==> config.mk <==
export PLATFORM = sky130hd
export DESIGN_NAME = alu_seq
export DESIGN_NICKNAME = d
export VERILOG_FILES = /design/src/rtl/alu_seq.sv
export SDC_FILE = /design/constraint.sdc
export NUM_CORES = 1
export LEC_CHECK = 0
export ABC_AREA = 1
export BUFFER_PORTS_ARGS = -buffer_cell sky130_fd_sc_hd__buf_2
export CAP_MARGIN = 10
export CORE_ASPECT_RATIO = 1.25
export CORE_MARGIN = 2
export CORE_UTILIZATION = 36
export DETAILED_ROUTE_END_ITERATION = 12
export PLACE_DENSITY = 0.58
export SYNTH_ARGS = -nofsm -noshare
export SYNTH_HDL_FRONTEND = slang
export SYNTH_SLANG_ARGS = --single-unit
==> constraint.sdc <==
create_clock -name clk -period 6 [get_ports clk]
set_input_delay 1.2 -clock clk [delete_from_list [all_inputs] [get_ports clk]]
set_output_delay 1.2 -clock clk [all_outputs]
set_load 0.05 [all_outputs]
==> src/rtl/alu_seq.sv <==
// Sequential ALU with a ready/valid handshake. Most ops finish in one cycle.
// MUL/MULHU use shift-add and DIVU/REMU use restoring division, one bit per cycle.
module alu_seq #(
  parameter int WIDTH = 32,
  parameter int CNT_W = 6
) (
  input  logic             clk,
  input  logic             rst,
  input  logic             in_valid,
  output logic             in_ready,
  input  logic [WIDTH-1:0] A,
  input  logic [WIDTH-1:0] B,
  input  logic [3:0]       ALU_ctrl,
  output logic             out_valid,
  input  logic             out_ready,
  output logic [WIDTH-1:0] result,
  output logic             zero,
  output logic             ovf
);

  localparam int SH_W = $clog2(WIDTH);
  localparam logic [CNT_W-1:0] CNT_LAST = CNT_W'(WIDTH - 1);

  typedef enum logic [3:0] {
    OP_ADD   = 4'b0000, OP_SUB  = 4'b0001, OP_AND   = 4'b0010, OP_OR   = 4'b0011,
    OP_NOR   = 4'b0100, OP_XOR  = 4'b0101, OP_SLT   = 4'b0110, OP_SLTU = 4'b0111,
    OP_SLL   = 4'b1000, OP_SRL  = 4'b1001, OP_SRA   = 4'b1010, OP_MUL  = 4'b1011,
    OP_MULHU = 4'b1100, OP_DIVU = 4'b1101, OP_REMU  = 4'b1110, OP_ADD2 = 4'b1111
  } op_e;

  typedef enum logic [1:0] {IDLE, BUSY, DONE} state_e;

  state_e           state;
  op_e              op_r;
  op_e              op_in;
  logic [WIDTH-1:0] a_r, b_r;
  logic [WIDTH-1:0] acc;   // product high half / partial remainder
  logic [WIDTH-1:0] lo;    // multiplier shifting out / dividend-to-quotient
  logic [CNT_W-1:0] cnt;

  assign op_in     = op_e'(ALU_ctrl);
  assign in_ready  = (state == IDLE);
  assign out_valid = (state == DONE);

  // Single-cycle datapath, evaluated on the live inputs at accept time.
  logic [WIDTH-1:0] sum, dif, alu_res;
  logic [SH_W-1:0]  sh;
  logic             alu_ovf, is_mul, is_iter;

  // NOTE: every always_comb output gets a default first so no latch is inferred.
  always_comb begin
    sum     = A + B;
    dif     = A - B;
    sh      = B[SH_W-1:0];
    alu_res = sum;
    alu_ovf = (A[WIDTH-1] == B[WIDTH-1]) && (sum[WIDTH-1] != A[WIDTH-1]);
    case (op_in)
      OP_SUB: begin
        alu_res = dif;
        alu_ovf = (A[WIDTH-1] != B[WIDTH-1]) && (dif[WIDTH-1] != A[WIDTH-1]);
      end
      OP_AND:  begin alu_res = A & B;    alu_ovf = 1'b0; end
      OP_OR:   begin alu_res = A | B;    alu_ovf = 1'b0; end
      OP_NOR:  begin alu_res = ~(A | B); alu_ovf = 1'b0; end
      OP_XOR:  begin alu_res = A ^ B;    alu_ovf = 1'b0; end
      OP_SLT:  begin alu_res = {{(WIDTH-1){1'b0}}, $signed(A) < $signed(B)}; alu_ovf = 1'b0; end
      OP_SLTU: begin alu_res = {{(WIDTH-1){1'b0}}, A < B}; alu_ovf = 1'b0; end
      OP_SLL:  begin alu_res = A << sh;  alu_ovf = 1'b0; end
      OP_SRL:  begin alu_res = A >> sh;  alu_ovf = 1'b0; end
      OP_SRA:  begin alu_res = $unsigned($signed(A) >>> sh); alu_ovf = 1'b0; end
      // Divide-by-zero values; taken only when B is zero.
      OP_DIVU: begin alu_res = '1;       alu_ovf = 1'b0; end
      OP_REMU: begin alu_res = A;        alu_ovf = 1'b0; end
      OP_MUL, OP_MULHU: begin alu_res = '0; alu_ovf = 1'b0; end
      default: ;
    endcase
    is_mul  = (op_in == OP_MUL) || (op_in == OP_MULHU);
    is_iter = is_mul || (((op_in == OP_DIVU) || (op_in == OP_REMU)) && (B != '0));
  end

  // One iteration step of the multiplier or divider.
  logic [WIDTH:0]   mul_sum, div_shift, div_diff;
  logic [WIDTH-1:0] it_acc, it_lo, it_res;

  always_comb begin
    mul_sum   = {1'b0, acc} + (lo[0] ? {1'b0, a_r} : '0);
    div_shift = {acc, lo[WIDTH-1]};
    div_diff  = div_shift - {1'b0, b_r};
    if ((op_r == OP_MUL) || (op_r == OP_MULHU)) begin
      it_acc = mul_sum[WIDTH:1];
      it_lo  = {mul_sum[0], lo[WIDTH-1:1]};
    end else if (!div_diff[WIDTH]) begin
      it_acc = div_diff[WIDTH-1:0];
      it_lo  = {lo[WIDTH-2:0], 1'b1};
    end else begin
      it_acc = div_shift[WIDTH-1:0];
      it_lo  = {lo[WIDTH-2:0], 1'b0};
    end
    it_res = ((op_r == OP_MUL) || (op_r == OP_DIVU)) ? it_lo : it_acc;
  end

  // NOTE: sequential state uses non-blocking assignments only.
  always_ff @(posedge clk or posedge rst) begin
    if (rst) begin
      state  <= IDLE;
      op_r   <= OP_ADD;
      a_r    <= '0;
      b_r    <= '0;
      acc    <= '0;
      lo     <= '0;
      cnt    <= '0;
      result <= '0;
      zero   <= 1'b1;
      ovf    <= 1'b0;
    end else begin
      case (state)
        IDLE: begin
          if (in_valid) begin
            op_r <= op_in;
            a_r  <= A;
            b_r  <= B;
            acc  <= '0;
            lo   <= is_mul ? B : A;
            cnt  <= '0;
            if (is_iter) begin
              state <= BUSY;
            end else begin
              result <= alu_res;
              zero   <= (alu_res == '0);
              ovf    <= alu_ovf;
              state  <= DONE;
            end
          end
        end
        BUSY: begin
          acc <= it_acc;
          lo  <= it_lo;
          if (cnt == CNT_LAST) begin
            result <= it_res;
            zero   <= (it_res == '0);
            ovf    <= 1'b0;
            state  <= DONE;
          end else begin
            cnt <= cnt + 1'b1;
          end
        end
        DONE: begin
          if (out_ready) state <= IDLE;
        end
        default: state <= IDLE;
      endcase
    end
  end

endmodule

==> impl_metrics.toml <==
[layout]
utilization = 0.3947
drive_gt1_frac = 0.06866
area_growth_pct = 8.486
nNetsFinal = 4507

[setup_path]
crit_path_end_kind = "register"
cpMaxStageDelayCell = "nand3b_1"
critPathKind = "input port to register"
cpPeakStageDelay_ps = 550
path_cells = "buf_2 -> inv_1 -> ha_1 -> inv_1 -> o21ai_0 -> nand3b_1 -> nor2_1 -> nand2_1 -> a21oi_1 -> buf_4 -> nand2_1 -> nor2_1 -> nand2_1 -> nor2_1 -> nand2_1 -> nor2_1 -> nand3_1 -> nand2_1 -> inv_2 -> a21oi_1"
cp.required_ps = 6400
critPathBufInv = 5
crit_top_cell = "nand2_1"
worstPathMaxFanout = 8
cp-start-kind = "input port"
cpLargestDelayFamily = "simple AND/OR/NAND/NOR gates"
worstPathArrival_ps = 5010

[synthesis]
synth_nets = 4479
synth_cell_type_count = 54
ys_seq_area_frac = 0.1822
synthesis.area_sq_mm = 0.02390
synth_warnings = 0
avgSynthCellArea_sq_um = 5.636
synth_enable_flop_cells = 0
synth-seq-cells = 174
synth_top_flop_cell = "dfrtp_1"
netlist_instances = 4241
async_reset_ff_frac = 1.000

[grt]
antenna_found_initial = 4
busiest_layer = "met2"
grt_usage = 0.3920
grt_pass1_wl_um = 193100
grt_max_degree = 109
grt.overflow.total = 0
grt_pass1_vias = 28030
met1_usage = 0.4759
met3_usage = 0.07578
use_met2 = 0.5888

[worst_hold_path]
hold_path.class = "register to register"

[clock_network]
clk_transition_reported_paths_ps = 80
cts_buffer_depth = 2
htree_num_levels = 4
cts_tree = "yes"
postCtsSetupBuffers = 0
cts_root_buf = "clkbuf_16"
postCtsHoldBufs = 0
clock_latency_ps = 470
cts_resized = 0
numCtsBuffers = 17
numClockSinks = 174

[die]
die_h_um = 292.1
rows = 105
dieWidth_um = 234.5
core_area_sq_mm = 0.06569
io_pins = 108
start_util = 0.3638
die-area_sq_mm = 0.06848

[routing]
first_iter_violations = 3213
wl_per_cell_um = 26.40
num_vias = 29460
drc = 0
via_per_inst = 5.730
detail-route-antenna-nets = 0
firstDrtPassIters = 6
wl_um = 135700

[placement]
pre_cts_slack_ps = 1071
hpwl_um = 110000
gp_congestion = 1.103
numPortBuffers = 107

[timing]
hold_viol = 0
setup_viol = 0
hold_slack_ps = 490.0
clock.fmax_mhz = 217.0
drv_slew = 0
post-route-period-util = 0.7682
layout_setup_ws_ps = 1391
slew_headroom = 0.2083
min_period_ps = 4609
worstMarginPinSlew_ps = 1183
rsz0062_at_grt = "no"
setup_tns_ps = 0
worst_clock_skew_ps = 21.46

[run]
cap_violations = 0

[pwr]
totalPowerFinal_uw = 12200
leakagePower_uw = 0.01393
peakVddDrop_v = 0.0002458
power.density_mw_per_mm2 = 470.7

[run_status]
status = "completed"
==> state kept, by name (all words and copies together) (netlist names) <==
register,cells
a_r,32
acc,32
b_r,32
cnt,6
lo,32
op_r,4
ovf,1
result,32
state,2
zero,1
==> per-layer routing <==
metal	part of all wire	wire, um
met5	0.00013	17
met4	0.11	14840
met3	0.085	11590
met2	0.42	57320
met1	0.38	51970
==> through the flow <==
| stage | area, sq um | std cells |
|---|---|---|
| after floorplan | 23900 | 4241 |
| after global placement | 25350 | 5106 |
| after detailed placement | 25350 | 5106 |
| after CTS | 25920 | 5138 |
| after global routing | 25920 | 5138 |
| final | 25930 | 5141 |
==> final timing paths <==
path | start | endpoint | slack, ps | depth (start not counted)
max in group asynchronous | rst | zero | 4050 | 3
min in group asynchronous | rst | acc[1] | 850 | 2
hold / removal | a_r[9] | a_r[9] | 490 | 2
setup reg to reg | lo[31] | zero | 1740 | 23
hold reg to reg | a_r[9] | a_r[9] | 490 | 2
setup / recovery | A[30] | zero | 1390 | 20
==> power breakdown <==
part	switching (uW)	internal, uW
Combinational	6280	2470
Clock	594	566
Sequential	570	1720
Total	7440	4760
==> cells in the final DEF (no fill, tap or decap), types with 70 or more instances in the layout <==
cell type	count
a21oi_1	188
buf_2	107
buf_4	70
dfrtp_1	173
ha_1	162
inv_1	504
nand2_1	1480
nand3_1	542
nor2_1	318
o21ai_0	283
==> worst min-delay path, cell delays in order (launching register included) <==
cell     delay [ps]
dfrtp_1         340
nand2_1          50
o21ai_0          60
==> area by class of cell <==
cell class              instances  area [sq um]
fillers                      7527         39760
multi-input cells            3371         16840
flip-flops and latches        174          4355
inverters                     526          1984
repair buffers                179          1101
well taps                     856          1071
clock buffers                  18         439.2
clock inverters                14         133.9
diodes                          3         7.507
==> synth_stat cells (2+ instances only) <==
| library cell | count | area share |
|---|---|---|
| and2_1 | 13 | 0.0034 |
| dfrtp_1 | 173 | 0.18 |
| o211ai_1 | 27 | 0.0085 |
| clkbuf_1 | 76 | 0.012 |
| o221ai_1 | 60 | 0.022 |
| or2_2 | 20 | 0.0052 |
| buf_1 | 11 | 0.0017 |
| a22o_1 | 2 | 0.00073 |
| nand3_1 | 542 | 0.11 |
| nor2_2 | 7 | 0.0018 |
| inv_2 | 15 | 0.0024 |
| a31oi_1 | 5 | 0.0013 |
| a21oi_1 | 188 | 0.039 |
| nand2_4 | 4 | 0.0019 |
| buf_2 | 70 | 0.015 |
| o21ai_0 | 283 | 0.059 |
| nand2_1 | 1482 | 0.23 |
| clkinv_1 | 4 | 0.00063 |
| o22ai_1 | 17 | 0.0044 |
| nor4_1 | 10 | 0.0026 |
| inv_1 | 506 | 0.079 |
| o31ai_1 | 3 | 0.00094 |
| o21bai_1 | 13 | 0.0041 |
| nand4_1 | 47 | 0.012 |
| buf_6 | 4 | 0.0019 |
| o21a_1 | 7 | 0.0022 |
| clkbuf_2 | 2 | 0.00042 |
| a21o_1 | 10 | 0.0031 |
| ha_1 | 162 | 0.085 |
| xnor2_1 | 16 | 0.0059 |
| o21ai_2 | 2 | 0.00073 |
| mux2i_1 | 11 | 0.0046 |
| nand3_2 | 12 | 0.0050 |
| xor2_1 | 5 | 0.0018 |
| nand3b_1 | 21 | 0.0066 |
| nor2_1 | 322 | 0.051 |
| nand2_2 | 9 | 0.0024 |
| buf_4 | 7 | 0.0022 |
| nor3_1 | 41 | 0.0086 |
| o211a_1 | 3 | 0.0013 |
| a32o_1 | 2 | 0.00084 |
| fa_1 | 4 | 0.0034 |
| o311ai_0 | 2 | 0.00073 |
| o21ai_1 | 9 | 0.0019 |
| o2111ai_1 | 3 | 0.0011 |
==> logic make-up after synthesis <==
kind of cell               synth area share
buffers and inverters                0.1155
and+or+nand+nor                      0.4476
muxes                              0.004607
xor gates and xnor gates           0.007695
DFF                                  0.1822
adders and majority gates           0.08816
AOI/OAI and AO/OA                    0.1542
Note: power is estimated with default switching activity, not from simulation.
